## src/rtl/math_pkg.sv

```systemverilog
`default_nettype none
// ============================================================================
// math_pkg : shared constants, FSM state type and factorial helper
// Rev 1.0
// ============================================================================
package math_pkg;

  localparam int FACT_W    = 32;
  localparam int FACT_NMAX = 12;

  typedef enum logic [1:0] {
    IDLE = 2'd0,
    CALC = 2'd1,
    FIN  = 2'd2
  } state_e;

  // Loop bounded by FACT_NMAX so the function also elaborates in synthesis
  function automatic logic [FACT_W-1:0] fact_ref(input int unsigned n);
    logic [FACT_W-1:0] f;
    f = FACT_W'(1);
    for (int i = 2; i <= FACT_NMAX; i++) begin
      if (i <= int'(n)) f = f * FACT_W'(i);
    end
    return f;
  endfunction

endpackage
`default_nettype wire

```

## src/rtl/inverse_factorial_if.sv

```systemverilog
`default_nettype none
// ============================================================================
// inverse_factorial_if : start/done handshake and result bus
// Rev 1.0
// ============================================================================
interface inverse_factorial_if #(
  parameter int WIDTH = 32,
  parameter int N_W   = 4
) ();

  logic             start;
  logic [WIDTH-1:0] value;
  logic [N_W-1:0]   n_out;
  logic             exact;
  logic             invalid;
  logic             busy;
  logic             done;

  modport master (
    output start, value,
    input  n_out, exact, invalid, busy, done
  );

  modport slave (
    input  start, value,
    output n_out, exact, invalid, busy, done
  );

endinterface
`default_nettype wire

```

## src/rtl/inv_fact_step.sv

```systemverilog
`default_nettype none
// ============================================================================
// inv_fact_step : one candidate of the inverse-factorial search (combinational)
// Rev 1.0
// ============================================================================
module inv_fact_step #(
  parameter int WIDTH = 32,
  parameter int N_W   = 4,
  parameter int N_MAX = 12
) (
  input  logic [WIDTH-1:0]     prod_i,
  input  logic [N_W-1:0]       k_i,
  input  logic [WIDTH-1:0]     v_i,
  output logic [WIDTH+N_W-1:0] nxt_o,
  output logic                 stop_o,
  output logic                 is_exact_o
);

  logic [N_W-1:0] kp1;

  // k never exceeds N_MAX here, so k+1 fits in N_W bits and nxt cannot wrap
  assign kp1        = k_i + N_W'(1);
  assign nxt_o      = {{N_W{1'b0}}, prod_i} * {{WIDTH{1'b0}}, kp1};
  assign stop_o     = (nxt_o > {{N_W{1'b0}}, v_i}) || (k_i == N_W'(N_MAX));
  assign is_exact_o = (prod_i == v_i);

endmodule
`default_nettype wire

```

## src/rtl/inverse_factorial.sv

```systemverilog
`default_nettype none
// ============================================================================
// inverse_factorial : largest n with n! <= V, one candidate per clock
// Rev 1.0
// ============================================================================
module inverse_factorial
  import math_pkg::*;
#(
  parameter int WIDTH = FACT_W,
  parameter int N_MAX = FACT_NMAX,
  parameter int N_W   = 4
) (
  input  logic                clk,
  input  logic                reset,
  inverse_factorial_if.slave  io
);

  state_e             state_q, state_d;
  logic [WIDTH-1:0]   v_q, v_d;
  logic [WIDTH-1:0]   prod_q, prod_d;
  logic [N_W-1:0]     k_q, k_d;
  logic [N_W-1:0]     n_q, n_d;
  logic               exact_q, exact_d;
  logic               invalid_q, invalid_d;
  logic               busy_q, busy_d;
  logic               done_q, done_d;

  logic [WIDTH+N_W-1:0] nxt;
  logic                 stop;
  logic                 is_exact;

  inv_fact_step #(
    .WIDTH (WIDTH),
    .N_W   (N_W),
    .N_MAX (N_MAX)
  ) u_step (
    .prod_i     (prod_q),
    .k_i        (k_q),
    .v_i        (v_q),
    .nxt_o      (nxt),
    .stop_o     (stop),
    .is_exact_o (is_exact)
  );

  always_ff @(posedge clk) begin
    if (reset) begin
      state_q   <= IDLE;
      v_q       <= '0;
      prod_q    <= WIDTH'(1);
      k_q       <= N_W'(1);
      n_q       <= '0;
      exact_q   <= 1'b0;
      invalid_q <= 1'b0;
      busy_q    <= 1'b0;
      done_q    <= 1'b0;
    end else begin
      state_q   <= state_d;
      v_q       <= v_d;
      prod_q    <= prod_d;
      k_q       <= k_d;
      n_q       <= n_d;
      exact_q   <= exact_d;
      invalid_q <= invalid_d;
      busy_q    <= busy_d;
      done_q    <= done_d;
    end
  end

  // A start in any state restarts the search; an in-flight one is dropped
  always_comb begin
    state_d   = state_q;
    v_d       = v_q;
    prod_d    = prod_q;
    k_d       = k_q;
    n_d       = n_q;
    exact_d   = exact_q;
    invalid_d = invalid_q;
    busy_d    = busy_q;
    done_d    = done_q;
    if (io.start) begin
      v_d     = io.value;
      prod_d  = WIDTH'(1);
      k_d     = N_W'(1);
      done_d  = 1'b0;
      busy_d  = 1'b1;
      state_d = CALC;
    end else begin
      case (state_q)
        CALC: begin
          if (v_q == '0) begin
            invalid_d = 1'b1;
            n_d       = '0;
            exact_d   = 1'b0;
            state_d   = FIN;
          end else if (stop) begin
            n_d       = k_q;
            exact_d   = is_exact;
            invalid_d = 1'b0;
            state_d   = FIN;
          end else begin
            prod_d = nxt[WIDTH-1:0];
            k_d    = k_q + N_W'(1);
          end
        end
        FIN: begin
          busy_d  = 1'b0;
          done_d  = 1'b1;
          state_d = IDLE;
        end
        default: ;
      endcase
    end
  end

  assign io.n_out   = n_q;
  assign io.exact   = exact_q;
  assign io.invalid = invalid_q;
  assign io.busy    = busy_q;
  assign io.done    = done_q;

`ifndef SYNTHESIS
  a_prod_is_fact: assert property (@(posedge clk) disable iff (reset)
    (state_q == CALC) |-> (prod_q == fact_ref(32'(k_q))));
`endif

endmodule
`default_nettype wire

```

## src/flat_wrapper.sv

```systemverilog
// flat-port wrapper written by rule: the top's interface ports become plain ports
module inverse_factorial_flat import math_pkg::*;
#(
  parameter int WIDTH = FACT_W,
  parameter int N_MAX = FACT_NMAX,
  parameter int N_W   = 4
)
  (clk, reset, io_start, io_value, io_n_out, io_exact, io_invalid, io_busy, io_done);
  inverse_factorial_if #(.WIDTH(WIDTH), .N_W(N_W)) io_i ();
  input  logic clk;
  input  logic reset;
  input wire logic [$bits(io_i.start)-1:0] io_start;
  input wire logic [$bits(io_i.value)-1:0] io_value;
  output wire logic [$bits(io_i.n_out)-1:0] io_n_out;
  output wire logic [$bits(io_i.exact)-1:0] io_exact;
  output wire logic [$bits(io_i.invalid)-1:0] io_invalid;
  output wire logic [$bits(io_i.busy)-1:0] io_busy;
  output wire logic [$bits(io_i.done)-1:0] io_done;
  assign io_i.start = io_start;
  assign io_i.value = io_value;
  assign io_n_out = io_i.n_out;
  assign io_exact = io_i.exact;
  assign io_invalid = io_i.invalid;
  assign io_busy = io_i.busy;
  assign io_done = io_i.done;
  inverse_factorial #(.WIDTH(WIDTH), .N_MAX(N_MAX), .N_W(N_W)) u_core (.clk(clk), .reset(reset), .io(io_i));
endmodule
```

## config.mk

```make
export PLATFORM = sky130hd
export DESIGN_NAME = inverse_factorial_flat
export DESIGN_NICKNAME = d
export VERILOG_FILES = /design/src/rtl/math_pkg.sv /design/src/rtl/inverse_factorial_if.sv /design/src/rtl/inv_fact_step.sv /design/src/rtl/inverse_factorial.sv /design/src/flat_wrapper.sv
export SDC_FILE = /design/constraint.sdc
export NUM_CORES = 1
export LEC_CHECK = 0
export BUFFER_PORTS_ARGS = -buffer_cell sky130_fd_sc_hd__buf_2
export CORE_ASPECT_RATIO = 0.7
export CORE_MARGIN = 2
export CORE_UTILIZATION = 64
export CTS_CLUSTER_DIAMETER = 200
export DETAILED_ROUTE_END_ITERATION = 6
export MAX_ROUTING_LAYER = met4
export PLACE_DENSITY_LB_ADDON = 0.12
export SYNTH_ARGS = -nofsm -noshare
export SYNTH_HDL_FRONTEND = slang
export SYNTH_SLANG_ARGS = --single-unit
```

## constraint.sdc

```tcl
create_clock -name clk -period 9.31 [get_ports clk]
set_input_delay 1.862 -clock clk [delete_from_list [all_inputs] [get_ports clk]]
set_output_delay 1.862 -clock clk [all_outputs]
set_load 0.03 [all_outputs]
```

==> summary.md <==
| Metric | Value |
|---|---|
| Die area | `between 10,000 and 15,000 um^2` |
| Worst EP arrival | `a little over 8000 ps` |
| Origin of the critical flop-to-flop path | `u_core.k_q[0]` |
| Final Cycle Share | `86.0%` |
| Distinct cell type count after synthesis | `65` |
| CTS tree | `built` |
| Io pins | `43` |
| Total Routing Usage GR | `35.6%` |
| Met3 usage | `under 10%` |
| Antenna diodes | `0` |
| Die X | `143 um` |
| Asr flop ratio synth | `0%` |
| Final Cell Area | `9250 um^2` |
| Startpoint types | `flip-flop` |
| CTS sink cnt | `78` |
| Drt first-iter violations | `717` |
| Max FO, Critical Path | `34` |
| Worst Max-Slew Pin Slew | `1010 ps` |
| Critical Path End Type | `flip-flop` |
| Worst Setup SP | `u_core.k_q[0]` |
| Avg Inst Size Synth | `approximately 7.8 um^2` |
| Detail Route Antenna Nets | `0` |
| Detailed-router iteration count before antenna repair | `5` |
| Initial Utilization | `65.6%` |
| Post-synth EDFFs | `0` |
| Hold Crit Start | `u_core.io.exact` |
| WL final | `24,000 um` |
| Remaining DRCs | `0` |
| GR met2 Demand/Resource | `47.5%` |
| Crit path largest cell delay | `680 ps` |
| Layout cells sized above 1 | `7.42%` |
| Crit path kind | `flip-flop to flip-flop` |
| Post-Synthesis Cells | `1,102` |
| Port buffer count | `42` |
| Slowest cell on crit path | `ha_1` |
| Leading cell type in the layout, fill and taps excluded | `inv_1` |
| Hold_buf cts | `0` |
| DR WL/cell | `18.4 um` |
| DR vias | `7,881` |
| Met1 Usage GRT | `a little over half` |
| Outcome | `finished clean` |
| Setup violators final | `0` |
| Later-pin clock latency in the skew report | `340 ps` |
| TNS Setup | `0 ps` |
| Vias per std cell | `6.04` |
| Clk root buf | `clkbuf_16` |
| Post-DP HPWL | `18,700 um` |
| Syn Nets | `around 1,300` |
| Core area | `13,200 um^2` |
| RSZ-0062 raised after global routing | `false` |
| H-tree levels | `3` |
| Synth area leaders | `dfxtp_1 18%, fa_1 14%, ha_1 11%, inv_1 6.6%, and2_1 5.6%` |
| Hold WS | `around 480 ps` |
| Global-route wire length before repair | `38,600 um` |
| Seq cells post-synth | `78` |
| Final Util | `70.1%` |
| Reg clk slew, reported paths | `60 ps` |
| Final max-slew violation count | `0` |
| Top_reg_cell synth | `dfxtp_1` |
| Leakage power | `4.29 nW` |
| Post-synth top area share | `18.1%` |
| Post-synth top area cell | `dfxtp_1` |
| Synth Warn # | `0` |
| Global route total overflow | `0` |
| Peak supply drop | `approximately 0.12 mV` |
| Max Root-Sink Buffers | `2` |
| Largest net degree at the start of global routing | `46` |
| Post-CTS Setup Inserts | `0` |
| Clock skew | `8.29 ps` |
| DP Area | `between 8000 and 9000 um^2` |
| Post-CTS sizing | `0` |
| Clock buffer count from CTS | `9` |
| Mapped Area | `roughly 8600 um^2` |
| Most Crowded Layer GR | `met1` |
| Cell area power density | `92.9 nW/um^2` |
| Reg2Reg Setup Slack | `1300 ps` |
| Final Hold Fails | `0` |
| Hold/Removal Path Class | `flip-flop to flip-flop` |
| FMAX | `125 MHz` |
| Most frequent cells in the layout | `151 x inv_1, 83 x a21oi_1, 82 x nand2_1` |
| Area Overhead vs Synth | `6.90%` |
| Worst EP required | `9540 ps` |
| Row count | `35` |
| Number of global-route vias before repair | `7,309` |
| Die H | `101 um` |
| Min cycle time layout | `between 8000 and 9000 ps` |
| Antenna violations before repair | `0` |
| Placer Congestion | `1.01` |
| Post-synthesis sequential area ratio | `18.1%` |
| Max cap viols | `0` |
| Most used cell, CP | `ha_1` |
| Slew headroom | `32.4%` |
| Layout Nets | `1,285` |
==> cells in the mapped netlist (3+ instances only) <==
master,count
and2_1,77
nor3_1,12
nand2b_1,8
buf_2,11
buf_1,4
o21a_1,9
xnor2_1,48
fa_1,60
o211ai_1,7
nand2_1,82
nor2b_1,8
inv_1,151
a21boi_0,4
xor2_1,12
o21ai_0,61
a211oi_1,12
nand4_1,28
nand3_1,39
ha_1,76
buf_6,4
a21o_1,19
nor2_1,69
clkbuf_1,30
mux2i_1,35
or3_1,4
a31oi_1,3
o31ai_1,7
dfxtp_1,78
nor4_1,14
or4_1,4
a21oi_1,83
==> cell type report <==
| class | count | area, um^2 |
|---|---|---|
| inverters | 154 | 578 |
| fillers | 1131 | 3940 |
| flip-flops and latches | 78 | 1560 |
| repair buffers | 52 | 285 |
| well taps | 185 | 231 |
| clock inverters | 7 | 80.1 |
| multi-input cells | 819 | 6280 |
| clock buffers | 9 | 225 |
==> per-stage QoR <==
step / total power, mW / std cells / setup WS (ps)
2_1_floorplan: 0.455 / 1102 / 2690
3_3_place_gp: 0.494 / 1288 / 1560
3_5_place_dp: 0.496 / 1288 / 1450
4_1_cts: 0.856 / 1304 / 1450
5_1_grt: 0.886 / 1304 / 827
6_report: 0.859 / 1304 / 1300
==> layer usage <==
metal	vias to the layer above	part of all wire (%)
met4	0	1.9
li1	3737	-
met5	-	0
met1	3693	47
met2	409	39
met3	42	13
==> critical path, delay by kind of cell, from the launching register on <==
kind                       cells  cell delay (ps)
xor gates and xnor gates       1              220
and+or+nand+nor                8             2130
adders and majority gates      5             2410
buffers and inverters          4             1010
DFF                            1              600
AOI/OAI and AO/OA              7             1510
==> power by group <==
| group | switching, mW | internal, mW |
|---|---|---|
| registers | 0.0188 | 0.345 |
| clock network | 0.154 | 0.212 |
| logic | 0.0797 | 0.0497 |
==> flip-flops by register name, indices dropped and copies added (netlist names) <==
name,flops
u_core.io.busy,1
u_core.io.n_out,4
u_core.k_q,4
u_core.io.exact,1
u_core.io.done,1
u_core.prod_q,32
u_core.io.invalid,1
u_core.v_q,32
u_core.state_q,2
==> worst paths after layout <==
check / end / cells past startpoint
worst max-delay path: u_core.prod_q[0] / 25
worst min-delay path: u_core.io.exact / 2
worst max register to register: u_core.prod_q[0] / 25
worst min register to register: u_core.io.exact / 2
==> logic make-up after synthesis <==
family	Yosys count	synth area share, %
AOI/OAI and AO/OA	232	16.5
xor gates and xnor gates	60	6.08
adders and majority gates	136	24.9
buffers and inverters	205	9.46
DFF	78	18.1
muxes	35	4.05
and+or+nand+nor	356	20.9
(Power assumes the default switching activity.)
